File: config.mk
export PLATFORM = sky130hd
export DESIGN_NAME = eth_udp_rx_demux
export DESIGN_NICKNAME = d
export VERILOG_FILES = /design/src/rtl/eth_udp_rx_demux.sv
export SDC_FILE = /design/constraint.sdc
export NUM_CORES = 1
export LEC_CHECK = 0
export BUFFER_PORTS_ARGS = -buffer_cell sky130_fd_sc_hd__buf_4
export CORE_MARGIN = 5
export CORE_UTILIZATION = 46
export CTS_CLUSTER_SIZE = 24
export DETAILED_ROUTE_END_ITERATION = 10
export PLACE_DENSITY_LB_ADDON = 0.12
export SLEW_MARGIN = 40
export SYNTH_ARGS = -nofsm -noshare
export SYNTH_HDL_FRONTEND = slang
export SYNTH_SLANG_ARGS = --single-unit
File: constraint.sdc
create_clock -name clk -period 3.82 [get_ports clk]
set_input_delay 0.764 -clock clk [delete_from_list [all_inputs] [get_ports clk]]
set_output_delay 0.764 -clock clk [all_outputs]
set_load 0.1 [all_outputs]
File: src/rtl/eth_udp_rx_demux.sv
// eth_udp_rx_demux: Ethernet/IPv4/UDP receive parser that demuxes UDP payload onto N_CH port channels.
// Define ETH_RX_VLAN_EN to accept a single 802.1Q tag and report its VLAN ID.
module eth_udp_rx_demux #(
  parameter int N_CH  = 4,
  parameter int CNT_W = 16,
  localparam int CH_W = (N_CH > 1) ? $clog2(N_CH) : 1
) (
  input  logic              clk,
  input  logic              rst_n,
  input  logic [47:0]       i_self_mac,
  input  logic [31:0]       i_self_ip,
  input  logic [N_CH*16-1:0] i_ch_port,
  input  logic [N_CH-1:0]   i_ch_en,
  input  logic [31:0]       i_in_data,
  input  logic              i_in_sop,
  input  logic              i_in_eop,
  input  logic              i_in_vld,
  output logic              o_in_rdy,
  output logic [31:0]       o_out_data,
  output logic              o_out_sop,
  output logic              o_out_eop,
  output logic              o_out_vld,
  output logic [2:0]        o_out_bytes,
  output logic [CH_W-1:0]   o_out_ch,
  output logic              o_out_err,
  output logic [11:0]       o_out_vid,
  input  logic              i_out_rdy,
  output logic [CNT_W-1:0]  o_rx_frames,
  output logic [CNT_W-1:0]  o_drop_cnt
);
  typedef enum logic [2:0] {IDLE, ETH, VLAN, IP, IPOPT, UDP, PAY, DRAIN} state_t;
  state_t          state_q, state_d;
  logic [3:0]      cnt_q, cnt_d, ihl_q, ihl_d;
  logic [15:0]     mac_hi_q, mac_hi_d, rem_q, rem_d;
  logic [CH_W-1:0] ch_q, ch_d, out_ch_q, out_ch_d, idx;
  logic            first_q, first_d;
  logic [31:0]     out_data_q, out_data_d;
  logic            out_sop_q, out_sop_d, out_eop_q, out_eop_d;
  logic            out_vld_q, out_vld_d, out_err_q, out_err_d;
  logic [2:0]      out_bytes_q, out_bytes_d;
  logic [CNT_W-1:0] rx_q, rx_d, drop_q, drop_d;
  logic            xfer, hit, fail, acc, drop, last;
`ifdef ETH_RX_VLAN_EN
  logic [11:0]     vid_q, vid_d, out_vid_q, out_vid_d;
`endif

  assign o_in_rdy = rst_n && (!out_vld_q || i_out_rdy);
  assign xfer     = i_in_vld && o_in_rdy;
  assign last     = rem_q <= 16'd4;

  // lowest enabled channel whose port matches wins
  always_comb begin
    hit = 1'b0;
    idx = '0;
    for (int k = N_CH - 1; k >= 0; k--)
      if (i_ch_en[k] && i_ch_port[16*k +: 16] == i_in_data[15:0]) begin
        hit = 1'b1;
        idx = CH_W'(k);
      end
  end

  always_comb begin
    state_d     = state_q;
    cnt_d       = cnt_q;
    ihl_d       = ihl_q;
    mac_hi_d    = mac_hi_q;
    rem_d       = rem_q;
    ch_d        = ch_q;
    first_d     = first_q;
    out_data_d  = out_data_q;
    out_sop_d   = out_sop_q;
    out_eop_d   = out_eop_q;
    out_err_d   = out_err_q;
    out_bytes_d = out_bytes_q;
    out_ch_d    = out_ch_q;
    out_vld_d   = o_in_rdy ? 1'b0 : out_vld_q;
`ifdef ETH_RX_VLAN_EN
    vid_d       = vid_q;
    out_vid_d   = out_vid_q;
`endif
    fail        = 1'b0;
    acc         = 1'b0;
    drop        = 1'b0;
    if (xfer) begin
      cnt_d = cnt_q + 4'd1;
      case (state_q)
        IDLE: begin
          cnt_d = '0;
          if (i_in_sop) begin
            mac_hi_d = i_in_data[15:0];
            state_d  = i_in_eop ? IDLE : ETH;
            drop     = i_in_eop;
`ifdef ETH_RX_VLAN_EN
            vid_d    = '0;
`endif
          end
        end
        ETH: begin
          if (cnt_q == 4'd0 && !({mac_hi_q, i_in_data} == i_self_mac || {mac_hi_q, i_in_data} == '1))
            fail = 1'b1;
          if (cnt_q == 4'd2) begin
            cnt_d = '0;
            if (i_in_data[15:0] == 16'h0800) state_d = IP;
`ifdef ETH_RX_VLAN_EN
            else if (i_in_data[15:0] == 16'h8100) state_d = VLAN;
`endif
            else fail = 1'b1;
          end
        end
`ifdef ETH_RX_VLAN_EN
        VLAN: begin
          vid_d   = i_in_data[27:16];
          cnt_d   = '0;
          state_d = IP;
          fail    = i_in_data[15:0] != 16'h0800;
        end
`endif
        IP: begin
          if (cnt_q == 4'd0) begin
            ihl_d = i_in_data[27:24];
            fail  = i_in_data[31:28] != 4'd4 || i_in_data[27:24] < 4'd5;
          end
          if (cnt_q == 4'd1) fail = i_in_data[13] || i_in_data[12:0] != 13'd0;
          if (cnt_q == 4'd2) fail = i_in_data[23:16] != 8'd17;
          if (cnt_q == 4'd4) begin
            fail    = i_in_data != i_self_ip;
            state_d = (ihl_q > 4'd5) ? IPOPT : UDP;
            cnt_d   = '0;
          end
        end
        IPOPT: if (cnt_q == ihl_q - 4'd6) begin
          state_d = UDP;
          cnt_d   = '0;
        end
        UDP: begin
          if (cnt_q == 4'd0) begin
            ch_d = idx;
            fail = !hit;
          end else if (i_in_data[31:16] < 16'd8) fail = 1'b1;
          else begin
            acc     = 1'b1;
            rem_d   = i_in_data[31:16] - 16'd8;
            first_d = 1'b1;
            state_d = (i_in_data[31:16] == 16'd8) ? DRAIN : PAY;
            cnt_d   = '0;
          end
        end
        PAY: begin
          out_vld_d   = 1'b1;
          out_data_d  = i_in_data;
          out_sop_d   = first_q;
          out_eop_d   = last || i_in_eop;
          out_err_d   = i_in_eop && !last;
          out_bytes_d = last ? rem_q[2:0] : 3'd4;
          out_ch_d    = ch_q;
`ifdef ETH_RX_VLAN_EN
          out_vid_d   = vid_q;
`endif
          rem_d       = rem_q - 16'd4;
          first_d     = 1'b0;
          state_d     = last ? DRAIN : PAY;
        end
        default: ;
      endcase
      if (fail) begin
        state_d = DRAIN;
        drop    = 1'b1;
      end
      // early eop aborts any frame; only frames not yet accepted count as drops
      if (i_in_eop && state_q != IDLE) begin
        state_d = IDLE;
        drop    = drop || (state_q inside {ETH, VLAN, IP, IPOPT, UDP} && !acc);
      end
    end
    rx_d   = rx_q + CNT_W'(acc);
    drop_d = drop_q + CNT_W'(drop);
  end

  always_ff @(posedge clk) begin
    if (!rst_n) begin
      state_q     <= IDLE;
      cnt_q       <= '0;
      ihl_q       <= '0;
      mac_hi_q    <= '0;
      rem_q       <= '0;
      ch_q        <= '0;
      first_q     <= 1'b0;
      out_data_q  <= '0;
      out_sop_q   <= 1'b0;
      out_eop_q   <= 1'b0;
      out_err_q   <= 1'b0;
      out_vld_q   <= 1'b0;
      out_bytes_q <= '0;
      out_ch_q    <= '0;
      rx_q        <= '0;
      drop_q      <= '0;
`ifdef ETH_RX_VLAN_EN
      vid_q       <= '0;
      out_vid_q   <= '0;
`endif
    end else begin
      state_q     <= state_d;
      cnt_q       <= cnt_d;
      ihl_q       <= ihl_d;
      mac_hi_q    <= mac_hi_d;
      rem_q       <= rem_d;
      ch_q        <= ch_d;
      first_q     <= first_d;
      out_data_q  <= out_data_d;
      out_sop_q   <= out_sop_d;
      out_eop_q   <= out_eop_d;
      out_err_q   <= out_err_d;
      out_vld_q   <= out_vld_d;
      out_bytes_q <= out_bytes_d;
      out_ch_q    <= out_ch_d;
      rx_q        <= rx_d;
      drop_q      <= drop_d;
`ifdef ETH_RX_VLAN_EN
      vid_q       <= vid_d;
      out_vid_q   <= out_vid_d;
`endif
    end
  end

  assign o_out_data  = out_data_q;
  assign o_out_sop   = out_sop_q;
  assign o_out_eop   = out_eop_q;
  assign o_out_vld   = out_vld_q;
  assign o_out_err   = out_err_q;
  assign o_out_bytes = out_bytes_q;
  assign o_out_ch    = out_ch_q;
  assign o_rx_frames = rx_q;
  assign o_drop_cnt  = drop_q;
`ifdef ETH_RX_VLAN_EN
  assign o_out_vid   = out_vid_q;
`else
  assign o_out_vid   = 12'd0;
`endif
endmodule

==> impl_metrics.toml, run 1 <==
[sta]
finalCriticalPeriod_ns = 3.58
holdWs_ns = 0.464
fin_skew_ns = 0.00888
fmax_mhz = 279
finalSetupTns_ns = 0
worst_pin_slew_ns = 0.831
rsz0062_at_grt = "false"
setup_viol = 0
maxSlewViolCount = 0
hold_viol_final = 0
layout_setup_ws_ns = 0.238
maxSlewHeadroom = 0.439
min_period_over_period = 0.938

[global_route]
grt.total_usage = 0.281
overflow = 0
antenna_found_initial = 0
grt_max_degree = 119
grt_pass1_vias = 7419
grt_pass1_wl_um = 42800

[routing]
drc = 0
postRouteAntennaNets = 0
detail_route.wirelength_um = 28300
drtIter0Drc = 646
avgViaCountPerCell = 5.47
firstDrtPassIters = 5
wl_per_cell_um = 19.8
num_vias = 7844

[pwr]
power_density_nw_per_um2 = 341
leakagePower_nw = 4.29
irDropWorstVdd_mv = 0.303

[worst_setup_path]
worstRegToRegCells = 13
timing.critical_path.fanout_max = 7
required_ns = 4.16
cp-start-kind = "primary input"
critPathCaptureType = "register"
crit_type = "primary input to register"
worstPathArrival_ns = 3.93

[placed_design]
hpwl_um = 21100
place_ws_ns = -0.158
io_buffers = 259
gp_congestion = 0.999
dpl.cell_count = 1400

[synthesis]
syn_inst = 964
synth_edf_count = 0
synth-main-ff-cell = "dfxtp_1"
synth_area_leaders = "dfxtp_1, xor2_1, xnor2_1, nand2_1, a21boi_0"
synth_commonest_cells = "nand2_1, dfxtp_1, xor2_1"
synth-seq-cells = 119
synth.most_common_cell = "nand2_1"
ys_seq_area_frac = 0.309
yosysTopAreaCell = "dfxtp_1"
synth_top_area_frac = 0.309
async_reset_ff_frac = 0
yosysWarnings = 0
syn_area_um2 = 7710
syn_area_per_cell_um2 = 7.99
synthDistinctLibCells = 64

[die]
die_area_um2 = 19400
coreArea_um2 = 16500
die_x_um = 139
rows = 47
initial_core_util = 0.466
io_pins = 272
dieHeight_um = 139

[clock_tree]
cts_sinks = 119
cts-root-buf = "clkbuf_16"
cts_tree = "built"
clk_latency_ns = 0.42
post_cts_buffers = 0
clk_path_buf_depth = 2
cts_hold_buffers = 0
cts-resized-gates = 0
cts_max_level = 4
clk_pin_slew_ns = 0.06
cts_buffers = 17

[cells_and_area]
drive_gt1_frac = 0.279
areaGrowthSynthToFinish_pct = 35.2
nets = 1397
fin_cells = 1433

[worst_hold_path]
min_path_cells = 2
worstHoldPathType = "register to register"

[flow_run]
cap_violations = 0

[outcome]
status = "finished clean"
-- cell type report --
class	count	area, um^2
Antenna cell	1	2.50
Clock buffer	17	425
Clock inverter	15	165
Fill cell	1515	6110
Inverter	12	45.0
Multi-Input combinational cell	762	4960
Sequential cell	119	2380
Tap cell	220	275
Timing Repair Buffer	287	2160
-- placed cells by master (no fill, tap or decap), drive strengths merged, types with 3 or more instances in the layout --
| master | Yosys | layout |
|---|---|---|
| buf | 18 | 287 |
| nand2 | 145 | 145 |
| dfxtp | 119 | 119 |
| xor2 | 98 | 98 |
| xnor2 | 89 | 89 |
| a21boi | 64 | 64 |
| nand4 | 41 | 41 |
| and2 | 37 | 37 |
| nor2 | 34 | 34 |
| o21ai | 32 | 32 |
| nor4 | 31 | 31 |
| nand3 | 27 | 27 |
| inv | 12 | 20 |
| a21oi | 19 | 19 |
| nor3 | 18 | 18 |
| clkbuf | 64 | 17 |
| nor2b | 12 | 12 |
| and3 | 12 | 12 |
| ha | 12 | 12 |
| conb | 1 | 12 |
| or3 | 6 | 6 |
| mux2i | 6 | 6 |
| a22oi | 6 | 6 |
| a31oi | 5 | 5 |
| or2 | 5 | 5 |
| o31ai | 5 | 5 |
| nand2b | 4 | 4 |
| o211ai | 4 | 4 |
| or4 | 4 | 4 |
| o22ai | 3 | 3 |
| clkinvlp | 0 | 3 |
| o21a | 3 | 3 |
-- sequential cells by signal (all words and copies together), names as in the netlist --
register and count:
o_out_ch 2, o_out_bytes 3, cnt_q 4, state_q 3, o_out_sop 1, ch_q 2, first_q 1, o_out_eop 1
o_rx_frames 16, o_out_vld 1, o_drop_cnt 16, o_out_err 1, o_out_data 32, mac_hi_q 16, ihl_q 4, rem_q 16
-- where the power goes --
group	switching [mW]	internal [mW]	total, mW
sequential	0.0300	1.26	1.29
combinational	0.358	0.299	0.657
clock	0.636	0.975	1.61
-- final timing paths --
check	slack (ns)	end	start
min reg2reg	0.46	o_out_data[19]	o_out_data[19]
min	0.46	o_out_data[19]	o_out_data[19]
max reg2reg	0.67	o_drop_cnt[15]	cnt_q[0]
max	0.24	o_drop_cnt[15]	i_in_data[27]
-- metrics by stage --
step,power [mW],cell area [um^2],util
after floorplan,1.69,7750,-
after global placement,1.95,9820,0.594
after detailed placement,1.96,9820,0.594
after CTS,3.57,10400,0.630
after global routing,3.70,10400,0.630
final,3.55,10400,0.630
-- logic make-up after synthesis --
kind of cell    after synthesis  synth area share
flops                       119             0.309
other cells                   1          0.000487
xor+xnor                    187             0.213
compound gates              161             0.147
simple gates                384             0.250
buf+inv                      94            0.0529
fa+ha+maj                    12            0.0195
mux                           6           0.00779
-- layer usage --
layer	vias up	part of all wire	track usage
met3	48	0.084	0.0751
met1	3657	0.42	0.364
met2	387	0.48	0.467
li1	3752	-	-
met5	-	0	0
met4	0	0.021	0.0695
-- critical path, stage by stage --
cell,delay [ns]
buf_4,0.13
or4_4,0.53
or4b_4,0.50
o21a_4,0.21
and2_4,0.15
o21ai_0,0.14
o211ai_1,0.11
a21oi_1,0.23
ha_1,0.22
and3_1,0.35
nand2_1,0.12
or3_1,0.31
a21boi_0,0.16
(Power assumes the default switching activity.)
==> inputs of run 2 (changes only) <==
- BUFFER_PORTS_ARGS: -buffer_cell sky130_fd_sc_hd__buf_4 -> default
- CORE_UTILIZATION: 46 -> 55
- DONT_BUFFER_PORTS: default -> 1
==> run 2 against run 1 <==
Worst hold slack lost 0.0026 ns. Core utilization shrank 1.6 points. Critical path type unchanged. Die area shrank 15%. Register-to-register slack gained 0.17 ns.
==> impl_metrics.toml, run 2 (synthesized netlist as in run 1, its figures left out) <==
[routing]
drtIter0Drc = 736
wl_per_cell_um = 23.3
firstDrtPassIters = 7
postRouteAntennaNets = 0
avgViaCountPerCell = 6.26
num_vias = 7087
detail_route.wirelength_um = 26400
drc = 0

[placed_design]
placed_area_um2 = 7900
dpl.cell_count = 1102
gp_congestion = 0.996
io_buffers = 0
hpwl_um = 19500

[global_route]
overflow = 0
antenna_found_initial = 0
grt_pass1_vias = 7060
grt_max_degree = 121
grt.total_usage = 0.313
grt_pass1_wl_um = 39700

[worst_setup_path]
required_ns = 4.16
cp-start-kind = "primary input"
crit_start = "i_in_data[27]"
r2r_slack_ns = 0.84
r2r_end = "o_drop_cnt[14]"
cp-endpoint = "o_drop_cnt[14]"
r2r_start = "cnt_q[3]"
worstRegToRegCells = 12
critPathCaptureType = "register"
timing.critical_path.fanout_max = 10
worstPathArrival_ns = 3.75
crit_type = "primary input to register"

[die]
initial_core_util = 0.557
die_area_um2 = 16500
die_x_um = 128
dieHeight_um = 128
io_pins = 272
rows = 43
coreArea_um2 = 13800

[cells_and_area]
final_area_um2 = 8500
nets = 1139
fin_cells = 1133
final_common_cell = "nand2_1"
drive_gt1_frac = 0.136
num-fill-cells = 1199
largest_reg_flops = 32
areaGrowthSynthToFinish_pct = 10.2
postLayoutCoreUtil = 0.614
mostFrequentLayoutCells = "nand2_1, xor2_1, xnor2_1"
antenna_cells = 0

[sta]
maxSlewViolCount = 0
worst_pin_slew_ns = 0.829
maxSlewHeadroom = 0.442
setup_viol = 0
rsz0062_at_grt = "false"
fmax_mhz = 293
min_period_over_period = 0.893
hold_viol_final = 0
fin_skew_ns = 0.0114
finalCriticalPeriod_ns = 3.41

[pwr]
power_frac_seq = 0.392
leakagePower_nw = 3.05
p_switching_mw = 0.823
irDropWorstVdd_mv = 0.295
cellInternalPower_mw = 2.47
switching_share = 0.250
clock_power_share = 0.494
pwr-share-comb = 0.114
power_density_nw_per_um2 = 387

[clock_tree]
cts-root-buf = "clkbuf_16"
post_cts_buffers = 0
cts_sinks = 119
cts_hold_buffers = 0
clk_path_buf_depth = 2
cts_buffers = 17
cts-resized-gates = 0
clk_latency_ns = 0.42
clk_pin_slew_ns = 0.06
cts_tree = "built"
cts_max_level = 4

[flow_run]
cap_violations = 0

[outcome]
status = "finished clean"

[worst_hold_path]
worstHoldPathType = "register to register"
==> run 2: changes by cell type in the layout (fill, tap and decap cells not counted) <==
cell | before | now
buf_4 | 286 | 29
dfxtp_1 | 119 | 66
dfxtp_2 | 0 | 53
inv_6 | 7 | 1
clkinv_4 | 0 | 3
clkbuf_1 | 0 | 2
buf_6 | 1 | 0
bufinv_16 | 2 | 3
clkbuf_8 | 0 | 1
clkinvlp_4 | 3 | 2
diode_2 | 1 | 0
inv_8 | 1 | 0
==> run 2: cell type report <==
cell class	count	area, um^2	share of cell area
clock buffer	20	447	0.0526
clock inverter	11	150	0.0177
inverter	12	45.0	0.00530
multi-input combinational	762	4960	0.584
sequential	119	2450	0.288
tap	180	225	0.0265
timing repair buffer	29	218	0.0256
==> run 2: how the worst min path moves through the flow <==
stage	start	to	cells after the start	slack [ns]
4_1_cts	ch_q[0]	o_out_ch[0]	2	0.47
3_5_place_dp	ch_q[0]	o_out_ch[0]	2	0.46
5_1_grt	i_in_data[12]	o_out_data[12]	2	0.47
3_3_place_gp	rem_q[15]	rem_q[15]	2	0.46
2_1_floorplan	rem_q[15]	rem_q[15]	2	0.44
6_report	ch_q[0]	o_out_ch[0]	2	0.46
==> run 2: routing by layer <==
layer	track usage	up-vias	wire, um
met5	0	-	0
met4	0.146	0	1160
met3	0.101	115	2990
met2	0.514	428	12400
met1	0.371	3313	9930
li1	-	3231	-
==> run 2: metrics by stage <==
step | power, mW | TNS, ns | worst slack (ns) | hold slack, ns
2_1_floorplan | 1.69 | 0 | 0.0144 | 0.437
3_3_place_gp | 1.67 | 0 | 0.0190 | 0.455
3_5_place_dp | 1.68 | -0.00470 | -0.00277 | 0.456
4_1_cts | 3.30 | 0 | 0.417 | 0.468
5_1_grt | 3.39 | 0 | 0.168 | 0.475
6_report | 3.29 | 0 | 0.409 | 0.462
==> run 2: worst max-delay path, stage by stage <==
cell and delay [ns]:
or4_4 0.52, or4b_4 0.50, o21a_4 0.23, and2_4 0.17, o21ai_0 0.14, o211ai_1 0.11
a21oi_1 0.20, ha_1 0.19, ha_1 0.29, nand2_1 0.14, or3_1 0.33, a21boi_0 0.16
==> run 2: power by group through the flow <==
stage / Sequential (mW) / Clock, mW / Combinational, mW
after global placement: 1.31 / 0 / 0.359
after detailed placement: 1.31 / 0 / 0.368
after floorplan: 1.30 / 0 / 0.386
after global routing: 1.29 / 1.70 / 0.401
final: 1.29 / 1.63 / 0.376
after CTS: 1.29 / 1.64 / 0.371
